--- src/rtl/alu_pkg.sv ---
// Shared ALU constants: default datapath width, pipeline depth and add/sub opcode encoding.
package alu_pkg;
  localparam int ALU_WIDTH  = 32;
  localparam int ALU_STAGES = 4;

  localparam logic OP_ADD = 1'b0;
  localparam logic OP_SUB = 1'b1;
endpackage

--- src/rtl/add_slice.sv ---
// SW-bit combinational adder slice: the N-bit generalisation of the full-adder cell.
module add_slice #(
  parameter int SW = 8
) (
  input  logic [SW-1:0] i_a,
  input  logic [SW-1:0] i_b,
  input  logic          i_cin,
  output logic [SW-1:0] o_sum,
  output logic          o_cout
);

  assign {o_cout, o_sum} = {1'b0, i_a} + {1'b0, i_b} + {{SW{1'b0}}, i_cin};

endmodule

--- src/rtl/pipelined_add_sub.sv ---
// Pipelined WIDTH-bit adder/subtractor: one SW-bit slice per stage, carry registered between
// stages, valid/ready handshake on both sides, flags registered alongside the final result.
module pipelined_add_sub
  import alu_pkg::*;
#(
  parameter int WIDTH  = ALU_WIDTH,
  parameter int STAGES = ALU_STAGES
) (
  input  logic             clk,
  input  logic             rst,
  input  logic             in_valid,
  output logic             in_ready,
  input  logic [WIDTH-1:0] a,
  input  logic [WIDTH-1:0] b,
  input  logic             sub,
  output logic             out_valid,
  input  logic             out_ready,
  output logic [WIDTH-1:0] result,
  output logic             cout,
  output logic             ovf,
  output logic             zero
);

  localparam int SW  = WIDTH / STAGES;
  localparam int MID = (STAGES > 1) ? STAGES - 1 : 1;

  if (STAGES < 1 || STAGES > WIDTH || (WIDTH % STAGES) != 0) begin : g_badParams
    $error("pipelined_add_sub: WIDTH must be a multiple of STAGES, 1 <= STAGES <= WIDTH");
  end

  logic [MID-1:0]   r_midValid;
  logic [MID-1:0]   r_midCarry;
  logic [WIDTH-1:0] r_midA   [MID];
  logic [WIDTH-1:0] r_midB   [MID];
  logic [WIDTH-1:0] r_midSum [MID];

  logic             r_outValid;
  logic [WIDTH-1:0] r_result;
  logic             r_cout;
  logic             r_ovf;
  logic             r_zero;

  logic [STAGES-1:0] w_stValid;
  logic [STAGES-1:0] w_stCin;
  logic [STAGES-1:0] w_sliceCout;
  logic [WIDTH-1:0]  w_stA      [STAGES];
  logic [WIDTH-1:0]  w_stB      [STAGES];
  logic [WIDTH-1:0]  w_stSum    [STAGES];
  logic [WIDTH-1:0]  w_merged   [STAGES];
  logic [SW-1:0]     w_sliceSum [STAGES];
  logic              w_adv;

  // The whole pipe shifts as one unit whenever the output register is free or being drained.
  assign w_adv    = !r_outValid || out_ready;
  assign in_ready = w_adv;

  // Stage 0 takes the raw operands (b pre-inverted for subtract); later stages take the previous register.
  for (genvar k = 0; k < STAGES; k++) begin : g_stage
    if (k == 0) begin : g_first
      assign w_stValid[0] = in_valid;
      assign w_stA[0]     = a;
      assign w_stB[0]     = b ^ {WIDTH{sub}};
      assign w_stSum[0]   = '0;
      assign w_stCin[0]   = sub;
    end else begin : g_next
      assign w_stValid[k] = r_midValid[k-1];
      assign w_stA[k]     = r_midA[k-1];
      assign w_stB[k]     = r_midB[k-1];
      assign w_stSum[k]   = r_midSum[k-1];
      assign w_stCin[k]   = r_midCarry[k-1];
    end

    add_slice #(.SW(SW)) u_slice (
      .i_a    (w_stA[k][k*SW +: SW]),
      .i_b    (w_stB[k][k*SW +: SW]),
      .i_cin  (w_stCin[k]),
      .o_sum  (w_sliceSum[k]),
      .o_cout (w_sliceCout[k])
    );

    assign w_merged[k] = w_stSum[k] | (WIDTH'(w_sliceSum[k]) << (k*SW));
  end

  // Reset clears every valid bit and the visible outputs; data registers hold until overwritten.
  always_ff @(posedge clk) begin
    if (rst) begin
      r_midValid <= '0;
      r_outValid <= 1'b0;
      r_result   <= '0;
      r_cout     <= 1'b0;
      r_ovf      <= 1'b0;
      r_zero     <= 1'b0;
    end else if (w_adv) begin
      for (int i = 0; i < STAGES - 1; i++) begin
        r_midValid[i] <= w_stValid[i];
        r_midCarry[i] <= w_sliceCout[i];
        r_midA[i]     <= w_stA[i];
        r_midB[i]     <= w_stB[i];
        r_midSum[i]   <= w_merged[i];
      end
      r_outValid <= w_stValid[STAGES-1];
      r_result   <= w_merged[STAGES-1];
      r_cout     <= w_sliceCout[STAGES-1];
      r_ovf      <= (w_stA[STAGES-1][WIDTH-1] == w_stB[STAGES-1][WIDTH-1]) &&
                    (w_merged[STAGES-1][WIDTH-1] != w_stA[STAGES-1][WIDTH-1]);
      r_zero     <= (w_merged[STAGES-1] == '0);
    end
  end

  assign out_valid = r_outValid;
  assign result    = r_result;
  assign cout      = r_cout;
  assign ovf       = r_ovf;
  assign zero      = r_zero;

endmodule

--- config.mk ---
export PLATFORM = sky130hd
export DESIGN_NAME = pipelined_add_sub
export DESIGN_NICKNAME = d
export VERILOG_FILES = /design/src/rtl/alu_pkg.sv /design/src/rtl/add_slice.sv /design/src/rtl/pipelined_add_sub.sv
export SDC_FILE = /design/constraint.sdc
export NUM_CORES = 1
export LEC_CHECK = 0
export CORE_ASPECT_RATIO = 0.5
export CORE_MARGIN = 10
export CORE_UTILIZATION = 45
export DETAILED_ROUTE_END_ITERATION = 7
export PLACE_DENSITY = 0.75
export SLEW_MARGIN = 10
export SYNTH_ARGS = -nofsm -noshare
export SYNTH_HDL_FRONTEND = slang
export SYNTH_SLANG_ARGS = --single-unit
--- constraint.sdc ---
create_clock -name clk -period 10.15 [get_ports clk]
set_input_delay 1.015 -clock clk [delete_from_list [all_inputs] [get_ports clk]]
set_output_delay 1.015 -clock clk [all_outputs]
set_load 0.05 [all_outputs]
# ---- Yosys cells after proc, flatten, opt, wreduce, memory -nomap -nowiden
# Memory sizes are Yosys's and may differ from the RTL's.
# Cells that the tools add are included.
dict set report classes {
  n_addsub 8
  n_eq_ne 2
  n_mux 3
  bitwise 5
  reduce_logical 5
}
# cell count
set ops {}
lappend ops {{$add A8 B8 Y9} 4}
lappend ops {{$add A9 B1 Y9} 4}
lappend ops {{$logic_not A32 Y1} 1}
lappend ops {{$or A32 B16 Y32} 1}
lappend ops {{$or A32 B24 Y32} 1}
lappend ops {{$or A32 B32 Y32} 1}
lappend ops {{$xor A32 B32 Y32} 1}
lappend ops {{$mux W1} 3}
lappend ops {{$reduce_and A2 Y1} 1}
lappend ops {{$eq A1 B1 Y1} 1}
lappend ops {{$logic_and A1 B1 Y1} 1}
lappend ops {{$logic_not A1 Y1} 1}
lappend ops {{$logic_or A1 B1 Y1} 1}
lappend ops {{$ne A1 B1 Y1} 1}
lappend ops {{$not A1 Y1} 1}
dict set report totals {
  reg_bits 42
  ram_bits 288
  input_bits 69
  elab_cells 33
  n_memories 3
}
# memory words word_bits read_ports rd_ports_with_merged_regs write_ports line_no
set mem_list {}
lappend mem_list {r_midA 3 32 3 0 3 pipelined_add_sub.sv:33} ;# logic [WIDTH-1:0] r_midA [MID];
lappend mem_list {r_midB 3 32 3 0 3 pipelined_add_sub.sv:34} ;# logic [WIDTH-1:0] r_midB [MID];
lappend mem_list {r_midSum 3 32 3 0 3 pipelined_add_sub.sv:35} ;# logic [WIDTH-1:0] r_midSum [MID];

# ---- Depth between registers and ports, before layout
# An unclocked memory read counts as a cell.
dict set report depth {
  ltp_word 6
  mapped_depth 10
  mapped_depth_nobuf 10
}

# ---- Modules after synthesis
# A second synthesis with hierarchy kept.
dict set report hier_totals {
  cells_unflattened 529
  area_unflattened_um2 7552.2
}
# module instances cells_per_inst area_each_um2
set modules_own_cells {}
lappend modules_own_cells {pipelined_add_sub 1 365 6226.0}
lappend modules_own_cells {{add_slice (g_stage[0].u_slice ...)} 2 40 331.6}
lappend modules_own_cells {{add_slice (g_stage[2].u_slice ...)} 2 42 331.6}

# ---- Worst setup path after synthesis
# No wires, ideal clock.
dict set report synth_timing {
  kind {input -> register}
  from {in out_ready}
  to {reg r_zero (netlist: zero)}
  setup_time_ps 87
  arrival_ps 8099
  t_required_ps 10063
  slack_ps 1964
  path_stages 6
  path_buffers 0
  cell_sequence {nor2b_1 nor2_1 nand3_1 nor3_1 nand3_1 o31ai_1}
}
dict set report synth_via {
  elab_chain_cells 1
}
# element line_no
set synth_rtl {}
lappend synth_rtl {{from (decl)} pipelined_add_sub.sv:17} ;# input logic out_ready,
lappend synth_rtl {{$logic_or A1 B1 Y1} pipelined_add_sub.sv:54} ;# assign w_adv = !r_outValid || out_ready;
lappend synth_rtl {{to (signal assigned)} pipelined_add_sub.sv:106} ;# r_zero <= (w_merged[STAGES-1] == '0);
lappend synth_rtl {{to (decl)} pipelined_add_sub.sv:41} ;# logic r_zero;
# No other way between the ends.
# A chain may end at the register's enable or synchronous reset.

# ---- Worst setup path in the final report
dict set report layout_timing {
  from {in out_ready}
  to {out in_ready}
}
dict set report layout_via {
  elab_chain_cells 1
}
# element line_no
set layout_rtl {}
lappend layout_rtl {{$logic_or A1 B1 Y1} pipelined_add_sub.sv:54}
lappend layout_rtl {{to (decl)} pipelined_add_sub.sv:12} ;# output logic in_ready,
# No other way between the ends.

==> impl_metrics.py <==
metrics = {
    "power": {
        "combPwrFrac_pct": 13.9,
        "p_sw_w": 0.000468,
        "p_leak_nw": 3.41,
        "cellPowerDensity_nw_per_um2": 197,
        "p_int_w": 0.00134,
        "ir_drop_mv": 0.135,
        "p_seq_share_pct": 51.5,
        "clockPowerShare_pct": 34.6,
        "switching_share_pct": 25.9,
    },
    "global_route": {
        "grt_pass1_wl_um": 20500,
        "grt_use_total_pct": 12.0,
        "first_global_vias": 4224,
        "antenna_found_initial": 0,
        "grt.overflow.total": 0,
        "grt_max_degree": 70,
    },
    "place": {
        "gp_congestion": 0.806,
        "dp_hpwl_um": 9230,
        "portBuffers": 105,
    },
    "logic_synthesis": {
        "synthesis.area_um2": 7290,
        "synth_top_family_by_area": "simple AND/OR/NAND/NOR gates",
        "yosysSeqAreaShare_pct": 71.2,
        "synthMuxAreaShare_pct": 0.206,
        "synthXorXnorAreaFrac_pct": 6.37,
        "synth_warnings": 0,
        "synth_cell_types": 34,
        "synth_compound_area_share_pct": 6.52,
        "postSynthCellCount": 515,
        "synth-adder-area-share_pct": 6.73,
        "synth-simple-area-share_pct": 7.21,
        "synth_area_per_cell_um2": 14.2,
        "syn-num-nets": 619,
        "ys_ff_latch": 186,
    },
    "outcome": {
        "outcome": "completed",
    },
    "timing": {
        "worstMarginPinSlew_ns": 1.21,
        "finalSetupTns_ns": 0,
        "timing.fmax_ghz": 0.209,
        "rsz0062_at_grt": "no",
        "timing.final.crit_period_ns": 4.78,
        "drv_slew": 0,
        "fin_crit_sh_pct": 47.1,
        "hold_viol": 0,
        "setup_viol": 0,
        "slew-limit-headroom_pct": 19.4,
        "finalClockSkew_ns": 0.0109,
    },
    "cells_and_area": {
        "layout_commonest_cell": "edfxtp_1",
        "diodes": 0,
        "syn_to_final_growth_pct": 25.7,
        "fin_nets": 731,
        "drive_above_1_share_pct": 6.56,
        "final_cell_mix": "edfxtp_1, clkdlybuf4s50_1, nand2_1",
        "final_core_util_pct": 58.6,
    },
    "job": {
        "drv_cap": 0,
    },
    "clock_tree": {
        "ctsHtreeMaxLevel": 4,
        "clk_pin_slew_worst_paths_ns": 0.07,
        "cts_buffer_depth": 2,
        "clock-sinks": 186,
        "root_buffer": "clkbuf_16",
        "cts_setup_buffers": 0,
        "cts_hold_buffers": 0,
        "cts_tree": "done",
        "insertion_delay_ns": 0.42,
        "cts_resized": 0,
        "cts-buffers-inserted": 17,
    },
    "floorplan": {
        "die_area_um2": 22000,
        "coreArea_um2": 15700,
        "die_w_um": 200,
        "num_io_pins": 106,
        "core.rowCount": 32,
        "start_util_pct": 46.6,
        "die_h_um": 110,
    },
    "drt": {
        "detail_route.wirelength_um": 12800,
        "vias_per_cell": 4.76,
        "routedWlPerCell_um": 14.9,
        "firstDrtPassIters": 5,
        "dr_total_vias": 4095,
        "initialDrtViolationCount": 228,
        "drc": 0,
        "ant_nets": 0,
    },
    "critical_path": {
        "worst_ep_arrival_time_ns": 3.76,
        "r2r-start": "out_valid$_SDFFE_PP0N_",
        "ff2ff_path_depth": 4,
        "required_ns": 9.14,
        "rrSetupSlack_ns": 7.47,
        "path_class": "input port to output pin",
        "cp_max_fo": 40,
        "r2r_end": "r_midA[0][19]$_DFFE_PP_",
        "end_kind": "output pin",
        "endpoint": "in_ready",
        "start_kind": "input port",
        "crit_start": "out_ready",
    },
    "worst_hold_path": {
        "hold_class": "flop to flop",
    },
}
synth_stat cells:
cell type	n	share of area (%)
o21ai_1	1	0.069
a21oi_2	1	0.12
nor2_1	18	0.93
nand4_1	1	0.086
nor4_1	6	0.51
a21boi_0	2	0.21
o21bai_1	5	0.51
mux2_4	1	0.21
xor2_1	41	4.9
buf_2	2	0.14
a21o_1	3	0.31
o21ai_0	13	0.89
buf_1	2	0.10
o21a_1	2	0.21
dfxtp_1	39	11
ha_1	28	4.8
nand3_1	5	0.34
edfxtp_1	147	61
a211oi_1	5	0.51
or3_1	3	0.26
clkbuf_1	12	0.62
a22oi_1	1	0.10
nor2b_1	6	0.51
fa_1	7	1.9
a211oi_2	1	0.17
o22ai_1	1	0.086
xnor2_1	12	1.4
or4_1	1	0.10
a21oi_1	47	3.2
nor3_1	5	0.34
nand3b_1	1	0.10
inv_1	17	0.88
nand2_1	78	4.0
o31ai_1	1	0.10
logic make-up after synthesis:
kind of cell               count (synthesis)
AOI/OAI and AO/OA                         83
adders and majority gates                 35
and+or+nand+nor                          124
buffers and inverters                     33
muxes                                      1
xor gates and xnor gates                  53
DFF                                      186
registers in the layout, summed over array words and instances (netlist names):
signal and count:
r_midSum 48, ovf 1, cout 1, r_midB 48
out_valid 1, zero 1, r_midCarry 3, r_midValid 3
result 32, r_midA 48
layer usage:
layer  vias up  GRT usage (%)  share of wire [%]
met1      1941           14.2                 43
met5         -              0                  0
met4         0           4.99                1.5
met3        14           3.09                4.9
li1       2064              -                  -
met2        76           20.9                 50
critical path, stage by stage:
cell and delay [ns]:
clkdlybuf4s50_1 0.50, nor2b_4 0.04, buf_4 0.26, inv_1 0.93
clkdlybuf4s50_1 0.98
final cells by class:
class / instances / area (µm²)
fillers: 1247 / 6490
clock buffers: 18 / 439
flip-flops and latches: 186 / 5190
inverters: 17 / 63.8
well taps: 221 / 277
repair buffers: 109 / 1080
clock inverters: 14 / 131
multi-input cells: 296 / 1990
how the worst min path moves through the flow:
stage                                         from                         to  slack (ns)  cells past startpoint
after floorplan            r_midA[0][16]$_DFFE_PP_    r_midA[0][48]$_DFFE_PP_        0.40                      0
after global placement     r_midA[0][27]$_DFFE_PP_    r_midA[0][59]$_DFFE_PP_        0.40                      0
after detailed placement   r_midB[0][24]$_DFFE_PP_    r_midB[0][56]$_DFFE_PP_        0.41                      0
after CTS                 r_midSum[0][2]$_DFFE_PP_  r_midSum[0][34]$_DFFE_PP_        0.42                      0
after global routing       r_midB[0][58]$_DFFE_PP_    r_midB[0][90]$_DFFE_PP_        0.42                      0
final                      r_midB[0][62]$_DFFE_PP_    r_midB[0][94]$_DFFE_PP_        0.41                      0
through the flow:
step	total power (W)	setup slack, ns	hold slack [ns]	instance area (µm²)	cells
after global placement	0.00119	5.42	0.401	8600	829
final	0.00181	5.37	0.414	9170	861
after detailed placement	0.00120	5.40	0.405	8600	829
after global routing	0.00189	5.22	0.421	9170	861
after floorplan	0.00111	1.96	0.400	7290	515
after CTS	0.00183	5.39	0.417	9170	861
power groups by stage:
stage,clock [W],sequential [W],combinational [W]
2_1_floorplan,0,0.000997,0.000113
3_3_place_gp,0,0.000948,0.000247
3_5_place_dp,0,0.000950,0.000253
4_1_cts,0.000637,0.000934,0.000254
5_1_grt,0.000673,0.000940,0.000275
6_report,0.000626,0.000933,0.000251
(Power assumes the default switching activity.)
